===== src/rtl/ahb_bus_arbiter.sv =====
// Two-master (I-fetch, LSU) to one-slave AHB-Lite arbiter.
// D wins by default; a streak limit guarantees I a slot.
module ahb_bus_arbiter #(
    parameter int D_STREAK_MAX = 4,
    parameter int AW           = 32,
    parameter int DW           = 32
) (
    input  logic          clk,
    input  logic          rst,

    input  logic [AW-1:0] i_haddr,
    input  logic [1:0]    i_htrans,
    input  logic          i_hwrite,
    input  logic [2:0]    i_hsize,
    input  logic [2:0]    i_hburst,
    input  logic [3:0]    i_hprot,
    input  logic [DW-1:0] i_hwdata,
    output logic [DW-1:0] i_hrdata,
    output logic          i_hready,

    input  logic [AW-1:0] d_haddr,
    input  logic [1:0]    d_htrans,
    input  logic          d_hwrite,
    input  logic [2:0]    d_hsize,
    input  logic [2:0]    d_hburst,
    input  logic [3:0]    d_hprot,
    input  logic [DW-1:0] d_hwdata,
    output logic [DW-1:0] d_hrdata,
    output logic          d_hready,

    output logic [AW-1:0] s_haddr,
    output logic [1:0]    s_htrans,
    output logic          s_hwrite,
    output logic [2:0]    s_hsize,
    output logic [2:0]    s_hburst,
    output logic [3:0]    s_hprot,
    output logic [DW-1:0] s_hwdata,
    input  logic [DW-1:0] s_hrdata,
    input  logic          s_hready,

    output logic          grant_d
);

    localparam int SW = $clog2(D_STREAK_MAX + 1);
    localparam logic [SW-1:0] STREAK_MAX = SW'(D_STREAK_MAX);
    localparam logic [1:0] HTRANS_IDLE = 2'b00;
    localparam logic OWN_I = 1'b0;
    localparam logic OWN_D = 1'b1;

    logic          req_i;
    logic          req_d;
    logic          gnt_i;
    logic          gnt_d;
    logic          acc_i;
    logic          acc_d;
    logic          own_i;
    logic          own_d;
    logic          lose_i;
    logic          lose_d;

    logic          dp_valid;
    logic          dp_own;
    logic          hold_i;
    logic          hold_d;
    logic [DW-1:0] hold_data_i;
    logic [DW-1:0] hold_data_d;
    logic [SW-1:0] streak;

    assign req_i = i_htrans[1];
    assign req_d = d_htrans[1];

    always_comb begin
        gnt_i = 1'b0;
        gnt_d = 1'b0;
        if (!rst) begin
            if (req_i && req_d) begin
                gnt_d = (streak < STREAK_MAX);
                gnt_i = !gnt_d;
            end else begin
                gnt_d = req_d;
                gnt_i = req_i;
            end
        end
    end

    assign acc_i   = gnt_i && s_hready;
    assign acc_d   = gnt_d && s_hready;
    assign grant_d = gnt_d;

    // Idle bus still presents D's address-phase fields.
    always_comb begin
        s_haddr  = d_haddr;
        s_hwrite = d_hwrite;
        s_hsize  = d_hsize;
        s_hburst = d_hburst;
        s_hprot  = d_hprot;
        s_htrans = HTRANS_IDLE;
        if (gnt_i) begin
            s_haddr  = i_haddr;
            s_hwrite = i_hwrite;
            s_hsize  = i_hsize;
            s_hburst = i_hburst;
            s_hprot  = i_hprot;
            s_htrans = i_htrans;
        end else if (gnt_d) begin
            s_htrans = d_htrans;
        end
    end

    assign s_hwdata = (dp_own == OWN_D) ? d_hwdata : i_hwdata;

    assign own_i  = dp_valid && (dp_own == OWN_I);
    assign own_d  = dp_valid && (dp_own == OWN_D);
    // Owner of the live data phase is asking again but lost the bus.
    assign lose_i = own_i && req_i && !gnt_i;
    assign lose_d = own_d && req_d && !gnt_d;

    always_comb begin
        i_hready = 1'b1;
        if (rst) begin
            i_hready = 1'b1;
        end else if (hold_i) begin
            i_hready = acc_i;
        end else if (lose_i) begin
            i_hready = 1'b0;
        end else if (own_i) begin
            i_hready = s_hready;
        end else if (req_i) begin
            i_hready = acc_i;
        end
    end

    always_comb begin
        d_hready = 1'b1;
        if (rst) begin
            d_hready = 1'b1;
        end else if (hold_d) begin
            d_hready = acc_d;
        end else if (lose_d) begin
            d_hready = 1'b0;
        end else if (own_d) begin
            d_hready = s_hready;
        end else if (req_d) begin
            d_hready = acc_d;
        end
    end

    assign i_hrdata = hold_i ? hold_data_i : s_hrdata;
    assign d_hrdata = hold_d ? hold_data_d : s_hrdata;

    always_ff @(posedge clk or posedge rst) begin
        if (rst) begin
            dp_valid <= 1'b0;
            dp_own   <= OWN_D;
        end else if (s_hready) begin
            dp_valid <= acc_i || acc_d;
            dp_own   <= gnt_i ? OWN_I : OWN_D;
        end
    end

    always_ff @(posedge clk or posedge rst) begin
        if (rst) begin
            hold_i      <= 1'b0;
            hold_data_i <= '0;
        end else if (acc_i) begin
            hold_i      <= 1'b0;
        end else if (!hold_i && lose_i && s_hready) begin
            hold_i      <= 1'b1;
            hold_data_i <= s_hrdata;
        end
    end

    always_ff @(posedge clk or posedge rst) begin
        if (rst) begin
            hold_d      <= 1'b0;
            hold_data_d <= '0;
        end else if (acc_d) begin
            hold_d      <= 1'b0;
        end else if (!hold_d && lose_d && s_hready) begin
            hold_d      <= 1'b1;
            hold_data_d <= s_hrdata;
        end
    end

    always_ff @(posedge clk or posedge rst) begin
        if (rst) begin
            streak <= '0;
        end else if (!req_i || acc_i) begin
            streak <= '0;
        end else if (acc_d && (streak < STREAK_MAX)) begin
            streak <= streak + SW'(1);
        end
    end

endmodule


===== config.mk =====
export PLATFORM = sky130hd
export DESIGN_NAME = ahb_bus_arbiter
export DESIGN_NICKNAME = d
export VERILOG_FILES = /design/src/rtl/ahb_bus_arbiter.sv
export SDC_FILE = /design/constraint.sdc
export NUM_CORES = 1
export LEC_CHECK = 0
export CORE_AREA = 3 3 130 132
export DETAILED_ROUTE_END_ITERATION = 10
export DIE_AREA = 0 0 133 135
export GPL_TIMING_DRIVEN = 0
export PLACE_DENSITY = 0.67
export RECOVER_POWER = 50
export SLEW_MARGIN = 20
export SYNTH_ARGS = -nofsm -noshare
export SYNTH_HDL_FRONTEND = slang
export SYNTH_SLANG_ARGS = --single-unit

===== constraint.sdc =====
create_clock -name clk -period 5.2 [get_ports clk]
set_clock_uncertainty 0.1 [all_clocks]
set_input_delay 1.04 -clock clk [delete_from_list [all_inputs] [get_ports clk]]
set_output_delay 1.04 -clock clk [all_outputs]
set_load 0.02 [all_outputs]

==> metrics <==
pin count of the biggest net entering global routing=40; total track usage=0.2003; Cell Pwr Density=289.9 nW/um^2; Vias/cell=4.494; EDFF count, synth=0; Critical Path Sink Type=output port; routed wire length per instance=20.78 microns; final worst-path cycle share=0.8921; initial antenna violation count=0; Detailed Place HPWL=15,350 microns; Final GP Congestion=0.8277; critical path's slowest cell=clkdlybuf4s50_1; worst slack, placed=0.5156 ns; Worst EP required=4.06 ns; ANT cells=0; Critical Path Max Stage Delay=0.66 ns; fmax=215.6 MHz; Rel. slew slack=0.4932; Resize count post-CTS=0; clock buffer depth=2; syn_nets=530; Rows=46; Yosys warnings=0; clock transition at the registers of the reported paths=0.05 ns; Top Layer Used=met4; family with the most delay on the worst path=buffers and inverters; Post-synth top cells=135 x mux2_2, 70 x dfrtp_1, 39 x mux2_1; largest area contributor in the netlist=dfrtp_1; synthesized area=4618 sq um; Area growth syn-to-layout=81.52%; type of the worst setup path=input pin to output port; P_int=1674 uW; via count=4,063; Port Buffer Count=332; Buf/Inv on CP=5; vias in the first global route=4,478; first-pass GRT wire length=27,560 microns; Worst Max-Slew Pin Slew=0.7602 ns; maximum fanout along the worst path=39; syn avg cell area=13.58 sq um; max-slew violations=0; VDD IR max=210.3 uV; max-cap violations=0; crit path cell chain=dlygate4sd3_1 -> inv_4 -> buf_12 -> nand3_1 -> inv_1 -> a22o_1 -> clkdlybuf4s50_1; Clock Latency Late Sink=0.33 ns; Post-CTS Setup Inserts=0; sequential share of power=0.318; clock share of power=0.253; critical path startpoint category=input pin; combinational share of power=0.429; DRT met1 WL=7637 microns; Final WS setup=0.5612 ns; fraction of registers with async set/reset=1.000; Final #Nets=874; Root Buffer=clkbuf_16; Routed Antenna Nets=0; FF+latch area=1778 sq um; Arrival @ worst endpoint=3.50 ns; fillers=1,421; DRT iter0 DRCs=59; register area share after synthesis=0.3850; final setup fails=0; hold-fix buffer count after cts=0; met3 wire length=1631 microns; setup TNS=0 ns; flop and latch count out of synthesis=71; Synth top area share=0.3793; Main synth FF type=dfrtp_1; I/O pin total=333; post-synth cell types=33; drt first pass iters=4; RSZ-0062 raised after global routing=no; Fin. Hold Viols=0; starting density of the core=0.2918; area taken by multi-input logic gates=2555 sq um; die height=135 microns; status=completed; H-tree depth=3; wire length on met2=9238 microns; grt ovf=0; Die Area=17,960 sq um; post-synthesis cell count=340; synth top area cells=dfrtp_1 38%, mux2_2 33%, mux2_1 9.5%; switch share=0.3112; CTS buffer count=9; CTS tree=done; DRC=0; die width=133 microns; Final Critical Period=4.639 ns; LEAKAGE=0.003453 uW; Routed WL=18,780 microns; HP Class=flop to flop; Net Sw Power=756.4 uW; worst hold slack=0.3872 ns; CTS Sinks=71; share of layout cells above drive strength 1=0.2384; Core Area=15,830 sq um; top-count cell post-synth=mux2_2
[layer usage]
layer | vias to the layer above | track usage
li1 | 1937 | -
met2 | 169 | 0.3394
met5 | - | 0
met1 | 1940 | 0.2418
met3 | 17 | 0.08308
met4 | 0 | 0.03580
[cell type report]
type,instances,area share
Clock inverter,5,0.007015
Clock buffer,10,0.02851
Timing Repair Buffer,333,0.3988
Sequential cell,71,0.2121
Buffer,24,0.01403
Inverter,5,0.002537
Tap cell,216,0.03224
Multi-Input combinational cell,240,0.3048
[final timing paths]
kind                            startpoint               to  slack (ns)  cells past startpoint
max reg2reg                         dp_own   hold_data_i[5]        2.71                      5
min                        hold_data_i[21]  hold_data_i[21]        0.39                      1
min in group asynchronous              rst        streak[2]        1.19                      2
max in group asynchronous              rst           dp_own        3.17                      3
min reg2reg                hold_data_i[21]  hold_data_i[21]        0.39                      1
max                                    rst      s_htrans[0]        0.56                      7
[cells in the final DEF (no fill, tap or decap), types with 2 or more instances in the layout]
cell type	n
mux2_2	135
clkbuf_16	9
nor2_1	7
nand2b_1	2
inv_1	4
mux2_4	2
clkinvlp_4	2
mux2_1	66
dlygate4sd3_1	3
a22oi_1	2
a41oi_1	2
buf_4	5
dfrtp_1	70
clkbuf_1	14
a31oi_1	2
nand2_1	3
clkdlybuf4s50_1	329
o21ai_0	3
buf_1	3
[logic make-up after synthesis]
family / Yosys count / share of synthesized area
flops: 71 / 0.3850
compound gates: 13 / 0.02249
xor+xnor: 1 / 0.001897
buf+inv: 29 / 0.03685
simple gates: 21 / 0.03035
mux: 204 / 0.5207
fa+ha+maj: 1 / 0.002709
[flip-flops by register name, summed over array words and instances (netlist names)]
name         cells
streak           3
dp_own           1
hold_data_i     32
hold_data_d     32
dp_valid         1
hold_d           1
hold_i           1
[power groups by stage]
stage | combinational, uW | clock [uW] | sequential (uW)
global placement | 1100 | 0 | 774
finish | 1040 | 614 | 773
global route | 1100 | 656 | 792
CTS | 1120 | 636 | 777
detailed placement | 1120 | 0 | 781
floorplan | 624 | 0 | 757
[stage by stage]
step	instance area, sq um	utilization	power, uW	std cells
after detailed placement	8234	0.5202	1896	889
after global routing	8383	0.5296	2553	904
final	8383	0.5296	2430	904
after CTS	8532	0.5391	2537	904
after global placement	8212	0.5188	1876	888
after floorplan	4618	-	1382	340
No activity file was read; power rests on OpenSTA's default activity.
